## config.mk

```make
export PLATFORM = sky130hd
export DESIGN_NAME = mem_port_arbiter_flat
export DESIGN_NICKNAME = d
export VERILOG_FILES = /design/src/rtl/mem_port_arbiter_if.sv /design/src/rtl/mem_port_arbiter.sv /design/src/flat_wrapper.sv
export SDC_FILE = /design/constraint.sdc
export NUM_CORES = 1
export LEC_CHECK = 0
export ABC_CLOCK_PERIOD_IN_PS = 1700
export BUFFER_PORTS_ARGS = -buffer_cell sky130_fd_sc_hd__buf_2
export CORE_MARGIN = 3
export CORE_UTILIZATION = 40
export DETAILED_ROUTE_END_ITERATION = 7
export GPL_TIMING_DRIVEN = 0
export PLACE_DENSITY = 0.75
export RECOVER_POWER = 50
export SLEW_MARGIN = 20
export SYNTH_ARGS = -nofsm -noshare
export SYNTH_HDL_FRONTEND = slang
export SYNTH_SLANG_ARGS = --single-unit
```

## constraint.sdc

```tcl
create_clock -name clk_i -period 1.7 [get_ports clk_i]
set_input_delay 0.17 -clock clk_i [delete_from_list [all_inputs] [get_ports clk_i]]
set_output_delay 0.17 -clock clk_i [all_outputs]
set_load 0.02 [all_outputs]
```

## src/rtl/mem_port_arbiter_if.sv

```systemverilog
// Requester/memory signal bundle for mem_port_arbiter.
// slave = arbiter view, master = requesters plus memory model.
interface mem_port_arbiter_if #(
  parameter int ADDR_W = 32,
  parameter int DATA_W = 32
);
  logic              if_req_valid_i;
  logic              if_req_ready_o;
  logic [ADDR_W-1:0] if_req_addr_i;
  logic              if_resp_valid_o;
  logic [DATA_W-1:0] if_resp_data_o;
  logic              dm_req_valid_i;
  logic              dm_req_ready_o;
  logic              dm_req_we_i;
  logic [ADDR_W-1:0] dm_req_addr_i;
  logic [DATA_W-1:0] dm_req_wdata_i;
  logic              dm_resp_valid_o;
  logic [DATA_W-1:0] dm_resp_data_o;
  logic [ADDR_W-1:0] mem_rd_addr_o;
  logic [DATA_W-1:0] mem_rd_data_i;
  logic [ADDR_W-1:0] mem_wr_addr_o;
  logic [DATA_W-1:0] mem_wr_data_o;
  logic              mem_wr_enable_o;

  modport slave (
    input  if_req_valid_i, if_req_addr_i,
           dm_req_valid_i, dm_req_we_i, dm_req_addr_i, dm_req_wdata_i,
           mem_rd_data_i,
    output if_req_ready_o, if_resp_valid_o, if_resp_data_o,
           dm_req_ready_o, dm_resp_valid_o, dm_resp_data_o,
           mem_rd_addr_o, mem_wr_addr_o, mem_wr_data_o, mem_wr_enable_o
  );

  modport master (
    output if_req_valid_i, if_req_addr_i,
           dm_req_valid_i, dm_req_we_i, dm_req_addr_i, dm_req_wdata_i,
           mem_rd_data_i,
    input  if_req_ready_o, if_resp_valid_o, if_resp_data_o,
           dm_req_ready_o, dm_resp_valid_o, dm_resp_data_o,
           mem_rd_addr_o, mem_wr_addr_o, mem_wr_data_o, mem_wr_enable_o
  );
endinterface

```

## src/rtl/mem_port_arbiter.sv

```systemverilog
// Round-robin share of one memory read/write port pair between IF and DM
// requesters; one outstanding read with fixed latency, writes complete in the grant cycle.
module mem_port_arbiter #(
  parameter int ADDR_W     = 32,
  parameter int DATA_W     = 32,
  parameter int RD_LATENCY = 1
)(
  input  logic             clk_i,
  input  logic             reset_ni,
  mem_port_arbiter_if.slave bus
);
  localparam int CNT_W = (RD_LATENCY > 1) ? $clog2(RD_LATENCY) : 1;
  localparam logic [CNT_W-1:0] LAT_INIT = CNT_W'(RD_LATENCY - 1);

  typedef enum logic {IDLE, BUSY} state_e;
  typedef enum logic {REQ_IF, REQ_DM} req_e;

  state_e            state_q, state_d;
  logic [CNT_W-1:0]  lat_cnt_q, lat_cnt_d;
  req_e              owner_q, owner_d;
  req_e              last_grant_q, last_grant_d;
  logic [ADDR_W-1:0] rd_addr_q, rd_addr_d;
  logic [DATA_W-1:0] if_data_q, if_data_d;
  logic [DATA_W-1:0] dm_data_q, dm_data_d;

  logic resp_fire, grant_ok, dm_wins, if_ready, dm_ready, rd_grant, wr_grant;

  always_ff @(posedge clk_i or negedge reset_ni) begin
    if (!reset_ni) begin
      state_q      <= IDLE;
      lat_cnt_q    <= '0;
      owner_q      <= REQ_IF;
      last_grant_q <= REQ_DM;
      rd_addr_q    <= '0;
      if_data_q    <= '0;
      dm_data_q    <= '0;
    end else begin
      state_q      <= state_d;
      lat_cnt_q    <= lat_cnt_d;
      owner_q      <= owner_d;
      last_grant_q <= last_grant_d;
      rd_addr_q    <= rd_addr_d;
      if_data_q    <= if_data_d;
      dm_data_q    <= dm_data_d;
    end
  end

  always_comb begin
    state_d      = state_q;
    lat_cnt_d    = lat_cnt_q;
    owner_d      = owner_q;
    last_grant_d = last_grant_q;
    rd_addr_d    = rd_addr_q;
    if_data_d    = if_data_q;
    dm_data_d    = dm_data_q;

    resp_fire = (state_q == BUSY) && (lat_cnt_q == '0);
    // Grants are blocked while reset is held so ready never leaks out asynchronously.
    grant_ok  = reset_ni && ((state_q == IDLE) || resp_fire);
    dm_wins   = bus.dm_req_valid_i && (!bus.if_req_valid_i || (last_grant_q == REQ_IF));
    if_ready  = grant_ok && bus.if_req_valid_i && !dm_wins;
    dm_ready  = grant_ok && dm_wins;
    rd_grant  = if_ready || (dm_ready && !bus.dm_req_we_i);
    wr_grant  = dm_ready && bus.dm_req_we_i;

    if (state_q == BUSY && !resp_fire) lat_cnt_d = lat_cnt_q - CNT_W'(1);

    if (resp_fire) begin
      state_d = IDLE;
      if (owner_q == REQ_IF) if_data_d = bus.mem_rd_data_i;
      else                   dm_data_d = bus.mem_rd_data_i;
    end

    if (if_ready || dm_ready) last_grant_d = if_ready ? REQ_IF : REQ_DM;

    // A new read may start in the same cycle the previous one returns.
    if (rd_grant) begin
      state_d   = BUSY;
      lat_cnt_d = LAT_INIT;
      owner_d   = if_ready ? REQ_IF : REQ_DM;
      rd_addr_d = if_ready ? bus.if_req_addr_i : bus.dm_req_addr_i;
    end

    bus.if_req_ready_o  = if_ready;
    bus.dm_req_ready_o  = dm_ready;
    bus.if_resp_valid_o = resp_fire && (owner_q == REQ_IF);
    bus.dm_resp_valid_o = resp_fire && (owner_q == REQ_DM);
    bus.if_resp_data_o  = (resp_fire && owner_q == REQ_IF) ? bus.mem_rd_data_i : if_data_q;
    bus.dm_resp_data_o  = (resp_fire && owner_q == REQ_DM) ? bus.mem_rd_data_i : dm_data_q;
    bus.mem_rd_addr_o   = rd_grant ? rd_addr_d : rd_addr_q;
    bus.mem_wr_enable_o = wr_grant;
    bus.mem_wr_addr_o   = wr_grant ? bus.dm_req_addr_i  : '0;
    bus.mem_wr_data_o   = wr_grant ? bus.dm_req_wdata_i : '0;
  end
endmodule
```

## src/flat_wrapper.sv

```systemverilog
// flat-port wrapper written by rule: the top's interface ports become plain ports
module mem_port_arbiter_flat 
#(
  parameter int ADDR_W     = 32,
  parameter int DATA_W     = 32,
  parameter int RD_LATENCY = 1
)
  (clk_i, reset_ni, bus_if_req_valid_i, bus_if_req_addr_i, bus_dm_req_valid_i, bus_dm_req_we_i, bus_dm_req_addr_i, bus_dm_req_wdata_i, bus_mem_rd_data_i, bus_if_req_ready_o, bus_if_resp_valid_o, bus_if_resp_data_o, bus_dm_req_ready_o, bus_dm_resp_valid_o, bus_dm_resp_data_o, bus_mem_rd_addr_o, bus_mem_wr_addr_o, bus_mem_wr_data_o, bus_mem_wr_enable_o);
  mem_port_arbiter_if #(.ADDR_W(ADDR_W), .DATA_W(DATA_W)) bus_i ();
  input  logic clk_i;
  input  logic reset_ni;
  input wire logic [$bits(bus_i.if_req_valid_i)-1:0] bus_if_req_valid_i;
  input wire logic [$bits(bus_i.if_req_addr_i)-1:0] bus_if_req_addr_i;
  input wire logic [$bits(bus_i.dm_req_valid_i)-1:0] bus_dm_req_valid_i;
  input wire logic [$bits(bus_i.dm_req_we_i)-1:0] bus_dm_req_we_i;
  input wire logic [$bits(bus_i.dm_req_addr_i)-1:0] bus_dm_req_addr_i;
  input wire logic [$bits(bus_i.dm_req_wdata_i)-1:0] bus_dm_req_wdata_i;
  input wire logic [$bits(bus_i.mem_rd_data_i)-1:0] bus_mem_rd_data_i;
  output wire logic [$bits(bus_i.if_req_ready_o)-1:0] bus_if_req_ready_o;
  output wire logic [$bits(bus_i.if_resp_valid_o)-1:0] bus_if_resp_valid_o;
  output wire logic [$bits(bus_i.if_resp_data_o)-1:0] bus_if_resp_data_o;
  output wire logic [$bits(bus_i.dm_req_ready_o)-1:0] bus_dm_req_ready_o;
  output wire logic [$bits(bus_i.dm_resp_valid_o)-1:0] bus_dm_resp_valid_o;
  output wire logic [$bits(bus_i.dm_resp_data_o)-1:0] bus_dm_resp_data_o;
  output wire logic [$bits(bus_i.mem_rd_addr_o)-1:0] bus_mem_rd_addr_o;
  output wire logic [$bits(bus_i.mem_wr_addr_o)-1:0] bus_mem_wr_addr_o;
  output wire logic [$bits(bus_i.mem_wr_data_o)-1:0] bus_mem_wr_data_o;
  output wire logic [$bits(bus_i.mem_wr_enable_o)-1:0] bus_mem_wr_enable_o;
  assign bus_i.if_req_valid_i = bus_if_req_valid_i;
  assign bus_i.if_req_addr_i = bus_if_req_addr_i;
  assign bus_i.dm_req_valid_i = bus_dm_req_valid_i;
  assign bus_i.dm_req_we_i = bus_dm_req_we_i;
  assign bus_i.dm_req_addr_i = bus_dm_req_addr_i;
  assign bus_i.dm_req_wdata_i = bus_dm_req_wdata_i;
  assign bus_i.mem_rd_data_i = bus_mem_rd_data_i;
  assign bus_if_req_ready_o = bus_i.if_req_ready_o;
  assign bus_if_resp_valid_o = bus_i.if_resp_valid_o;
  assign bus_if_resp_data_o = bus_i.if_resp_data_o;
  assign bus_dm_req_ready_o = bus_i.dm_req_ready_o;
  assign bus_dm_resp_valid_o = bus_i.dm_resp_valid_o;
  assign bus_dm_resp_data_o = bus_i.dm_resp_data_o;
  assign bus_mem_rd_addr_o = bus_i.mem_rd_addr_o;
  assign bus_mem_wr_addr_o = bus_i.mem_wr_addr_o;
  assign bus_mem_wr_data_o = bus_i.mem_wr_data_o;
  assign bus_mem_wr_enable_o = bus_i.mem_wr_enable_o;
  mem_port_arbiter #(.ADDR_W(ADDR_W), .DATA_W(DATA_W), .RD_LATENCY(RD_LATENCY)) u_core (.clk_i(clk_i), .reset_ni(reset_ni), .bus(bus_i));
endmodule
```

After elaboration in Yosys (flattened, before gate mapping). Cells that the tools add are included.

Add/sub/neg operators: 1. $mul: 0. Divide/modulo/power cells: 0. Magnitude comparators: 0. Eq/ne operators: 0. Shifts and indexed selects: 0. Multiplexer cells: 12. Bitwise logic cells: 4. Reduce and logical (&&, ||, !) cells: 23.

Operators by type and width (number): 32-bit 2-to-1 mux (7); 1-bit logical AND (11); 1-bit 2-to-1 mux (5); 1-bit zero test (4); 1-bit logical OR (4); 1-bit NOT (4); 2-bit AND reduction (2); 2-bit nonzero test (2); 1-bit subtractor (second input constant) (1).

Register bits: 100. Latch bits: 0. RAM bits: 0. Memory bits (read-only): 0. Input bits: 133. Output and inout port bits: 165. Word-level logic and storage cells: 47. Memories: 0.

Longest topological paths before layout. Gate-level depths: netlist of run 1.

Word-level depth: 9. Depth in mapped cells: 6. Depth with buffers taken out: 3.

Worst setup path before layout of run 1. No wires, ideal clock.

Path kind: reg2reg. Start: register u_core.last_grant_q. End: register u_core.rd_addr_q[31]. Setup time: 0.221 ns. Arrival time: 1.902 ns. Data required time: 1.479 ns. Setup slack: -0.423 ns. Cell stages (with the launch flop): 5. Buffers on the path: 1. Period minus slack after synthesis: 2.123 ns. Cells stage by stage: dfstp_2 > a21boi_2 > and3_1 > buf_2 > o311ai_0.

Cells in the longest elaborated chain, start to end: 7. Elaborated cells between the ends (all ways): 10. Classes of those cells: mux: 2; bitwise: 1; reduce/logical: 7.

RTL lines: start, declared (RTL line mem_port_arbiter.sv:21) `req_e last_grant_q, last_grant_d;`; start signal, assigned (RTL line mem_port_arbiter.sv:41) `last_grant_q <= last_grant_d;`; 1-bit NOT (*) (RTL line mem_port_arbiter.sv:60) `dm_wins = bus.dm_req_valid_i && (!bus.if_req_valid_i || (last_grant_q == REQ_IF));`; 1-bit logical OR (*) (RTL line mem_port_arbiter.sv:60); 1-bit logical AND (*) (RTL line mem_port_arbiter.sv:60); 1-bit zero test / 1-bit logical AND (equally long branches) (RTL line mem_port_arbiter.sv:61, mem_port_arbiter.sv:62); 1-bit logical AND, on equally long branches (RTL line mem_port_arbiter.sv:61, mem_port_arbiter.sv:63); 32-bit 2-to-1 mux / 1-bit logical OR (equally long branches) (RTL line mem_port_arbiter.sv:81, mem_port_arbiter.sv:63); 32-bit 2-to-1 mux (*) (RTL line mem_port_arbiter.sv:77) `if (rd_grant) begin`; end signal, assigned (RTL line mem_port_arbiter.sv:42) `rd_addr_q <= rd_addr_d;`; end, declared (RTL line mem_port_arbiter.sv:22) `logic [ADDR_W-1:0] rd_addr_q, rd_addr_d;`.

Every way passes the cells marked *; elsewhere a longest branch is shown, timed or not. A chain may end at the register's enable or synchronous reset.

Final worst setup path of run 1.
Start: register u_core.last_grant_q. End: output port bus_mem_rd_addr_o[10].

Cells in the longest elaborated chain, start to end: 8. Elaborated cells between the ends (all ways): 11. Classes of those cells: mux: 3; bitwise: 1; reduce/logical: 7.

RTL lines: 1-bit NOT (*) (RTL line mem_port_arbiter.sv:60); 1-bit logical OR (*) (RTL line mem_port_arbiter.sv:60); 1-bit logical AND (*) (RTL line mem_port_arbiter.sv:60); 1-bit zero test / 1-bit logical AND (equally long branches) (RTL line mem_port_arbiter.sv:61, mem_port_arbiter.sv:62); 1-bit logical AND, on equally long branches (RTL line mem_port_arbiter.sv:61, mem_port_arbiter.sv:63); 32-bit 2-to-1 mux / 1-bit logical OR (equally long branches) (RTL line mem_port_arbiter.sv:81, mem_port_arbiter.sv:63); 32-bit 2-to-1 mux (RTL line mem_port_arbiter.sv:77); 32-bit 2-to-1 mux (*) (RTL line mem_port_arbiter.sv:90) `bus.mem_rd_addr_o = rd_grant ? rd_addr_d : rd_addr_q;`; end, declared (RTL line flat_wrapper.sv:25) `output wire logic [$bits(bus_i.mem_rd_addr_o)-1:0] bus_mem_rd_addr_o;`.

Marked as above.

==> results.md, run 1 <==
* Final wirelength at 22.7 mm
* FP Rows at 40
* PwrDens at 1150 nW/um^2
* Die footprint at 13900 um^2
* Share of the synthesized area in the top cell type at 49.6%
* Total CTS buffers at 9
* Routed Antenna Nets at 0
* DP Wirelength at 13.0 mm
* Largest family of logic cells by synthesized area: simple AND/OR/NAND/NOR gates
* Mux contribution to synthesized area at 14.4%
* First-pass GRT wire length at 34.3 mm
* Layout cells sized above 1 at 74.6%
* CP Capture Type: output port
* GRT overflow at 0
* Clock Latency Late Sink at 0.35 ns
* CTS tree: yes
* Die H at 118 um
* First-iteration detailed-routing DRC count at 374
* Sequential share of the synthesized area at 50.2%
* Largest area contributor in the netlist: dfrtp_1
* Period minus WS final at 2.15 ns
* Area share of xor/xnor cells in the synthesized design at 0%
* Arr. time, crit path at 1.98 ns
* CTS clock-pin slew for the worst setup and hold paths at 0.07 ns
* Net count after synthesis at 548
* Via/cell ratio at 5.41
* Peak supply drop at 0.000982 V
* I/O Buffers at 296
* Number of flops mapped to enable cells by yosys at 0
* P&R area growth vs syn at 101%
* Async S/R FF share, synth at 100%
* Final net count at 948
* Hold Path Origin: bus_mem_rd_data_i[5]
* Ys Warns at 0
* # IOs at 298
* Vias in the first global route at 5929
* Commonest cells after routing, fill and taps aside: buf_6, buf_2, dfrtp_1
* Final setup violation count at 178
* Failing checks: setup timing
* Compound-Gate Fraction of Synth Area at 10.7%
* Crit. Startpoint: u_core.last_grant_q
* Distinct cell type count after synthesis at 24
* Vias post-DR at 5357
* Relative slew slack at 49.9%
* Drt drc at 0
* CTS Sinks at 100
* Tot Pwr at 0.0115 W
* Placed cell areas at 6990 um^2
* Top cells by area, synth: dfrtp_1, mux2_2, o311ai_2
* Final setup TNS at -55.91 ns
* Commonest non-fill, non-tap cell in the layout: buf_6
* CTS Root Cell: clkbuf_16
* Post-Synth Adder-Cell Area at 0%
* Final Hold Viols at 0
* R2r startpoint: u_core.last_grant_q
* Mapped Area at 4990 um^2
* Largest net degree at the start of global routing at 57
* Final Slew Violations at 0
* Die width at 118 um
* Critical path startpoint category: flop
* Syn Inst Count at 415
* RSZ-0062 raised after global routing: true
* CTS Buffer Depth at 2
* Synth Area in Simple Gates at 17.5%
* Leak pwr at 4.81 nW
* Period utilization at 127%
* Maximum fanout along the worst path at 7
* CORE AREA at 12100 um^2
* First-pass DRT Iterations at 5
* Top_reg_cell synth: dfrtp_1
* Final WS setup at -0.451 ns
* Worst Path Required at 1.53 ns
* Critical path class: reg -> out
* Routed WL per cell at 22.9 um
* H-tree levels at 3
* Final Skew at 0.00495 ns
* Outcome: complete, but fails checks
* Synth Register Bits at 100
* Hold WS at 0.0893 ns
* Avg Cell Area, Syn at 12.0 um^2
* Slew @ Worst Pin at 0.752 ns
* Finished Cell Area at 10000 um^2
* Worst Hold Class: in -> reg
* Initial core utilization at 41.2%
* F_max at 0.465 GHz
* GP Congestion at 0.895
* Max Cap Viol at 0
* GRT Overall Usage at 31.5%
* Initial antenna violation count at 1
-- what timing repair did --
item,CTS,global route
setup endpoints to repair,192,178
gates cloned,17,3
hold endpoints to repair,43,0
setup buffers,57,30
pin swaps,90,42
hold buffers,2,0
resized for setup,552,54
-- registers in the layout, indices dropped and copies added, names as in the netlist --
signal / cells
u_core.dm_data_q: 32
u_core.if_data_q: 32
u_core.rd_addr_q: 32
u_core.last_grant_q: 1
u_core.lat_cnt_q: 1
u_core.owner_q: 1
u_core.state_q: 1
-- power by group --
group	total [W]	internal, W	switching (W)
combinational	0.00609	0.00325	0.00284
sequential	0.00334	0.00311	0.000236
clock	0.00210	0.00117	0.000931
-- stage by stage --
stage                     instances  utilization [%]  setup slack, ns
after floorplan                 415                -           -0.123
after detailed placement        880             57.7           -0.683
after global placement          879             57.4            -2.01
after CTS                       971             81.2           -0.430
final                           990             82.6           -0.451
after global routing            989             82.6           -0.501
-- cell type report --
type / instances / area (um^2)
Clock inverter: 3 / 26.3
Buffer: 37 / 440
Multi-Input combinational cell: 239 / 2840
Inverter: 35 / 134
Sequential cell: 100 / 2510
Fill cell: 636 / 2100
Clock buffer: 13 / 280
Timing Repair Buffer: 393 / 3560
Tap cell: 168 / 210
Antenna cell: 2 / 5.00
-- path summary, 6_finish.rpt --
| check | end | slack (ns) | cells after the start |
|---|---|---|---|
| min | u_core.if_data_q[5] | 0.09 | 2 |
| min in group asynchronous | u_core.last_grant_q | 0.59 | 2 |
| min reg2reg | u_core.if_data_q[2] | 0.50 | 1 |
| max | bus_mem_rd_addr_o[10] | -0.45 | 5 |
| max in group asynchronous | u_core.rd_addr_q[21] | 0.31 | 3 |
| max reg2reg | u_core.rd_addr_q[5] | -0.09 | 7 |
-- critical path: stages (launching register included) --
cell and delay, ns:
dfstp_2 0.57, a21boi_4 0.09, and3_2 0.31, buf_16 0.18, o311ai_4 0.31, buf_6 0.17
-- cell usage after synthesis, types with 2 or more instances --
cell / number
nand4_1: 64
clkbuf_1: 17
mux2_2: 64
o311ai_1: 4
a21boi_2: 2
and3_1: 3
inv_1: 35
and2_1: 65
buf_6: 6
dfrtp_1: 99
buf_2: 17
o311ai_2: 27
-- logic make-up (layout without fill, tap and decap cells) --
kind of cell           count (synthesis)  after routing
muxes                                 64             64
buffers and inverters                 77            481
AOI/OAI and AO/OA                     38             38
and+or+nand+nor                      136            137
DFF                                  100            100
other                                  0              2
-- per-layer routing --
| layer | share of wire (%) | GRT usage (%) |
|---|---|---|
| met1 | 38 | 37.0 |
| met2 | 52 | 55.9 |
| met3 | 5.4 | 5.81 |
| met4 | 4.3 | 14.1 |
| met5 | 0 | 0 |
(Power assumes the default switching activity.)
==> run 2: changes to the inputs <==
--- a/config.mk
+++ b/config.mk
@@ -5,13 +5,13 @@
 export SDC_FILE = /design/constraint.sdc
 export NUM_CORES = 1
 export LEC_CHECK = 0
-export ABC_CLOCK_PERIOD_IN_PS = 1700
+export ABC_CLOCK_PERIOD_IN_PS = 1800
 export BUFFER_PORTS_ARGS = -buffer_cell sky130_fd_sc_hd__buf_2
 export CORE_MARGIN = 3
 export CORE_UTILIZATION = 40
 export DETAILED_ROUTE_END_ITERATION = 7
 export GPL_TIMING_DRIVEN = 0
-export PLACE_DENSITY = 0.75
+export PLACE_DENSITY = 0.78
 export RECOVER_POWER = 50
 export SLEW_MARGIN = 20
 export SYNTH_ARGS = -nofsm -noshare
==> constraint.sdc (replaced) <==
create_clock -name clk_i -period 1.8 [get_ports clk_i]
set_input_delay 0.18 -clock clk_i [delete_from_list [all_inputs] [get_ports clk_i]]
set_output_delay 0.18 -clock clk_i [all_outputs]
set_load 0.02 [all_outputs]
==> run 2 against run 1 <==
  * The flow still finishes with violations (setup timing)
  * Highest routed layer unchanged
  * Critical endpoint is now bus_mem_rd_addr_o[29]
  * Cell count is 0.91% lower
  * Worst setup slack better by 0.049 ns
  * Sequential cell count did not move
  * Register-to-register slack improved by 0.04 ns
==> results.md, run 2 (synthesized netlist as in run 1, its figures left out) <==
* Arr. time, crit path at 2.02 ns (was 1.98 ns)
* Reg area at 2510 um^2 (unchanged)
* Critical path class: reg -> out (unchanged)
* First-pass DRT Iterations at 5 (unchanged)
* Peak supply drop at 0.00112 V (was 0.000982 V)
* Final Slew Violations at 0 (unchanged)
* Final WS setup at -0.402 ns (was -0.451 ns)
* Maximum fanout along the worst path at 10 (was 7)
* Registers with the most flip-flops: u_core.dm_data_q x32, u_core.if_data_q x32, u_core.rd_addr_q x32 (unchanged)
* Vias in the first global route at 5893 (was 5929)
* Routed WL per cell at 24.8 um (was 22.9 um)
* Slew @ Worst Pin at 0.776 ns (was 0.752 ns)
* Outcome: complete, but fails checks (unchanged)
* Cell Chain, Critical Path: a21boi_4 -> buf_2 -> nand4_1 -> o311ai_4 -> buf_6 (was a21boi_4 -> and3_2 -> buf_16 -> o311ai_4 -> buf_6)
* Fillers at 599 (was 636)
* FP Rows at 40 (unchanged)
* # IOs at 298 (unchanged)
* Via/cell ratio at 5.59 (was 5.41)
* Final Hold Viols at 0 (unchanged)
* CTS Buffer Depth at 2 (unchanged)
* F_max at 0.454 GHz
* Commonest non-fill, non-tap cell in the layout: buf_6 (unchanged)
* Relative slew slack at 48.3% (was 49.9%)
* Drt drc at 0 (unchanged)
* Period minus WS final at 2.20 ns
* H-tree levels at 3 (unchanged)
* Setup WS pre-CTS at -0.666 ns (was -0.683 ns)
* Area occupied by multi-input gates at 2860 um^2 (was 2840 um^2)
* Initial antenna violation count at 0 (was 1)
* Total CTS buffers at 9 (unchanged)
* CTS tree: yes (unchanged)
* CORE AREA at 12100 um^2 (unchanged)
* CTS Root Cell: clkbuf_16 (unchanged)
* GRT Overall Usage at 32.5% (was 31.5%)
* Routed Antenna Nets at 0 (unchanged)
* GP Congestion at 0.997 (was 0.895)
* CP max-delay cell: dfrtp_2 (was dfstp_2)
* Largest stage delay, worst path at 0.46 ns (was 0.57 ns)
* Tot Pwr at 0.0111 W (was 0.0115 W)
* Final net count at 941 (was 948)
* Final wirelength at 24.4 mm (was 22.7 mm)
* Worst Hold Class: in -> reg (unchanged)
* CP Capture Type: output port (unchanged)
* Placed cell areas at 6720 um^2 (was 6990 um^2)
* Final std cells w/o fill at 981 (was 990)
* DP Wirelength at 13.0 mm (about the same)
* Leak pwr at 4.82 nW (was 4.81 nW)
* Die footprint at 13900 um^2 (unchanged)
* CTS Sinks at 100 (unchanged)
* GRT overflow at 0 (unchanged)
* Die H at 118 um (unchanged)
* Commonest cells after routing, fill and taps aside: buf_6, buf_2, dfrtp_1 (unchanged)
* Final Skew at 0.00935 ns (was 0.00495 ns)
* Max Cap Viol at 0 (unchanged)
* Largest net degree at the start of global routing at 57 (unchanged)
* P&R area growth vs syn at 101% (about the same)
* Clock Latency Late Sink at 0.35 ns (about the same)
* Diodes inserted at 0 (was 2)
* Vias post-DR at 5483 (was 5357)
* Initial core utilization at 41.2% (unchanged)
* Placed cell count at 880 (unchanged)
* I/O Buffers at 296 (unchanged)
* Die width at 118 um (unchanged)
* Finished Cell Area at 10000 um^2 (about the same)
* First-iteration detailed-routing DRC count at 577 (was 374)
* Period utilization at 122%
* Worst Path Required at 1.62 ns (was 1.53 ns)
* Final setup violation count at 165 (was 178)
* Bufs and invs on worst path at 2 (unchanged)
* Post-layout util at 82.8% (was 82.6%)
* Layout cells sized above 1 at 74.2% (was 74.6%)
* CTS clock-pin slew for the worst setup and hold paths at 0.07 ns (about the same)
* First-pass GRT wire length at 35.0 mm (was 34.3 mm)
* PwrDens at 1110 nW/um^2 (was 1150 nW/um^2)
* Critical path startpoint category: flop (unchanged)
* RSZ-0062 raised after global routing: true (unchanged)
* Top delay family on crit path: compound AO/OA/AOI/OAI gates (was flip-flops)
* Failing checks: setup timing (unchanged)
-- run 2: area by class of cell --
class | instances | area share [%]
buffer | 37 | 4.51
multi-input combinational | 238 | 28.5
sequential | 100 | 25.0
inverter | 35 | 1.31
clock inverter | 6 | 0.686
tap | 168 | 2.10
clock buffer | 10 | 2.28
timing repair buffer | 387 | 35.6
-- run 2: metal layers --
layer  up-vias  wire length (um)  GRT usage [%]
met5         -                 0              0
met1      2719              8560           37.3
met4         0              1090           13.9
met2       370             12800           56.7
met3        93              1910           8.94
li1       2301                 -              -
-- run 2: path summary, 6_finish.rpt --
check / start / to / slack (ns) / cells after the start
hold / removal: bus_mem_rd_data_i[2] / u_core.if_data_q[2] / 0.09 / 2
max in group asynchronous: reset_ni / u_core.if_data_q[16] / 0.38 / 3
hold reg to reg: u_core.if_data_q[5] / u_core.if_data_q[5] / 0.51 / 1
setup / recovery: u_core.lat_cnt_q / bus_mem_rd_addr_o[29] / -0.40 / 5
min in group asynchronous: reset_ni / u_core.last_grant_q / 0.58 / 2
setup reg to reg: u_core.lat_cnt_q / u_core.if_data_q[31] / -0.05 / 8
-- run 2: stage by stage --
| stage | hold WS, ns | TNS [ns] |
|---|---|---|
| final | 0.0942 | -50.38 |
| after global placement | 0.439 | -268.60 |
| after CTS | 0.0791 | -39.06 |
| after floorplan | -0.116 | -0.159 |
| after detailed placement | 0.147 | -46.55 |
| after global routing | 0.0888 | -59.89 |
-- run 2: power breakdown --
part | switching, W | internal (W)
Clock | 0.000935 | 0.00109
Combinational | 0.00276 | 0.00316
Sequential | 0.000257 | 0.00294
-- run 2: repair_timing --
item | CTS | global route
setup buffers | 56 | 17
cloned | 15 | 3
setup endpoints to repair | 184 | 165
hold buffers | 2 | 0
pin swaps | 76 | 33
resized for setup | 531 | 95
hold endpoints to repair | 43 | 0
==> run 3: changes to the inputs <==
==> constraint.sdc (replaced) <==
create_clock -name clk_i -period 1.8 [get_ports clk_i]
set_input_delay 0.09 -clock clk_i [delete_from_list [all_inputs] [get_ports clk_i]]
set_output_delay 0.09 -clock clk_i [all_outputs]
set_load 0.02 [all_outputs]
==> run 3 against run 2 <==
  * The run still ends with setup timing left
  * Sequential power about the same
  * Sequential share of layout area down 0.16 points
  * Utilization up 0.53 points
  * Cell count up 0.82%
  * Count of clock-buffer cells in the layout unchanged
  * Non-clock buffer count up 8
  * Cell area up 0.64%
  * Global-route usage up 0.17 points
  * Power up 0.45%
  * First-iteration DRC count down 11%
  * Largest cell class unchanged
==> results.md, run 3 (synthesized netlist as in run 1, its figures left out) <==
* Via/cell ratio at 5.51 (was 5.59)
* Registers with the most flip-flops: u_core.dm_data_q x32, u_core.if_data_q x32, u_core.rd_addr_q x32 (unchanged)
* CTS Root Cell: clkbuf_16 (unchanged)
* Layout cells sized above 1 at 72.7% (was 74.2%)
* F_max at 0.471 GHz (was 0.454 GHz)
* Peak supply drop at 0.00112 V (about the same)
* Final std cells w/o fill at 989 (was 981)
* Leak pwr at 4.89 nW (was 4.82 nW)
* Max Cap Viol at 0 (unchanged)
* Failing checks: setup timing (unchanged)
* R2r startpoint: u_core.last_grant_q (was u_core.lat_cnt_q)
* Hold Path Origin: bus_mem_rd_data_i[31] (was bus_mem_rd_data_i[2])
* Period minus WS final at 2.12 ns (was 2.20 ns)
* Met3 wire length at 1.53 mm (was 1.91 mm)
* GP Congestion at 0.997 (unchanged)
* Setup WS pre-CTS at -0.486 ns (was -0.666 ns)
* First-pass GRT wire length at 35.2 mm (was 35.0 mm)
* First-pass DRT Iterations at 7 (was 5)
* CP Capture Type: output port (unchanged)
* Critical path class: reg -> out (unchanged)
* Total CTS buffers at 9 (unchanged)
* Routed WL per cell at 24.4 um (was 24.8 um)
* Period utilization at 118% (was 122%)
* Die H at 118 um (unchanged)
* Highest routed metal layer: met4 (unchanged)
* CTS clock-pin slew for the worst setup and hold paths at 0.07 ns (about the same)
* Maximum fanout along the worst path at 10 (unchanged)
* CORE AREA at 12100 um^2 (unchanged)
* Placed cell count at 880 (unchanged)
* Crit. Startpoint: u_core.lat_cnt_q (unchanged)
* Final setup violation count at 164 (was 165)
* Final Slew Violations at 0 (unchanged)
* CTS tree: yes (unchanged)
* GRT Overall Usage at 32.6% (was 32.5%)
* Final wirelength at 24.2 mm (was 24.4 mm)
* Worst Path Required at 1.71 ns (was 1.62 ns)
* Drt drc at 0 (unchanged)
* Critical path startpoint category: flop (unchanged)
* First-iteration detailed-routing DRC count at 512 (was 577)
* I/O Buffers at 296 (unchanged)
* Diodes inserted at 0 (unchanged)
* Final Skew at 0.00829 ns (was 0.00935 ns)
* Flop2flop setup slack at -0.03 ns (was -0.05 ns)
* CTS Buffer Depth at 2 (unchanged)
* RSZ-0062 raised after global routing: true (unchanged)
* DP Wirelength at 13.0 mm (unchanged)
* Vias in the first global route at 5929 (was 5893)
* Final WS setup at -0.323 ns (was -0.402 ns)
* Die footprint at 13900 um^2 (unchanged)
* PwrDens at 1110 nW/um^2 (about the same)
* Largest net degree at the start of global routing at 57 (unchanged)
* Final net count at 949 (was 941)
* Commonest non-fill, non-tap cell in the layout: buf_6 (unchanged)
* FP Rows at 40 (unchanged)
* P&R area growth vs syn at 102% (was 101%)
* Arr. time, crit path at 2.03 ns (was 2.02 ns)
* Worst Hold Class: in -> reg (unchanged)
* Clock Latency Late Sink at 0.35 ns (about the same)
* Initial antenna violation count at 0 (unchanged)
* Relative slew slack at 31.7% (was 48.3%)
* Metal-1 WL at 8.92 mm (was 8.56 mm)
* Commonest cells after routing, fill and taps aside: buf_6, buf_2, dfrtp_1 (unchanged)
* Final Hold Viols at 0 (unchanged)
* Outcome: complete, but fails checks (unchanged)
* # IOs at 298 (unchanged)
* Slew @ Worst Pin at 1.03 ns (was 0.776 ns)
* Vias post-DR at 5451 (was 5483)
* CTS Sinks at 100 (unchanged)
* Die width at 118 um (unchanged)
* GRT overflow at 0 (unchanged)
* Routed Antenna Nets at 0 (unchanged)
* H-tree levels at 3 (unchanged)
* Initial core utilization at 41.2% (unchanged)
* WL met2 at 12.5 mm (was 12.8 mm)
run 3: cell count changes in the layout (fill, tap and decap cells not counted), moves of 2 or more:
cell,change
mux2_4,+10
and2_1,+2
o311ai_4,-2
mux2_2,-10
o311ai_2,+2
buf_6,-7
dlygate4sd3_1,+12
and2_4,-2
buf_4,+5
run 3: report_power, final:
part	switching [W]	total (W)	leakage [nW]	internal, W
Sequential	0.000264	0.00320	1.19	0.00294
Combinational	0.00277	0.00597	3.56	0.00321
Clock	0.000927	0.00202	0.144	0.00109
Total	0.00396	0.0112	4.89	0.00724
run 3: what timing repair did:
item	in CTS	in global routing
gates cloned	15	2
gates resized for setup	528	96
hold buffers	14	0
endpoints found under the hold margin	58	0
setup endpoints to repair	181	163
buffers inserted	55	15
pin swaps	76	32
run 3: path summary, 6_finish.rpt:
| kind | end | cells after the start |
|---|---|---|
| setup / recovery | bus_mem_rd_addr_o[29] | 5 |
| hold / removal | u_core.dm_data_q[31] | 2 |
| setup reg to reg | u_core.rd_addr_q[26] | 7 |
| hold reg to reg | u_core.if_data_q[5] | 1 |
| max in group asynchronous | u_core.state_q | 3 |
| min in group asynchronous | u_core.last_grant_q | 2 |
run 3: final cells by class:
class                      instances  area [um^2]
clock buffer                      10          229
fill                             600         2020
inverter                          35          131
sequential                       100         2510
timing repair buffer             395         3620
multi-input combinational        238         2870
clock inverter                     6         68.8
buffer                            37          453
tap                              168          210
run 3: worst max-delay path: stages, from the launching register on:
cell and delay (ns):
dfrtp_2 0.46, a21boi_4 0.28, buf_2 0.30, nand4_1 0.25, o311ai_4 0.21, buf_6 0.17
run 3: layer usage:
layer | GRT usage [%] | vias to the layer above
li1 | - | 2302
met1 | 37.9 | 2696
met2 | 56.6 | 348
met3 | 8.70 | 105
met4 | 14.5 | 0
met5 | 0 | -
run 3: metrics by stage:
step | hold slack (ns) | TNS (ns) | instance area, um^2 | util, % | total power (W)
2_1_floorplan | -0.206 | -0.114 | 4990 | - | 0.00530
3_3_place_gp | 0.349 | -237.59 | 6680 | 55.2 | 0.00642
3_5_place_dp | 0.0569 | -24.93 | 6720 | 55.5 | 0.00654
4_1_cts | 0.000455 | -24.53 | 9820 | 81.1 | 0.0107
5_1_grt | 0.00354 | -37.11 | 10100 | 83.3 | 0.0116
6_report | 0.0170 | -27.73 | 10100 | 83.3 | 0.0112
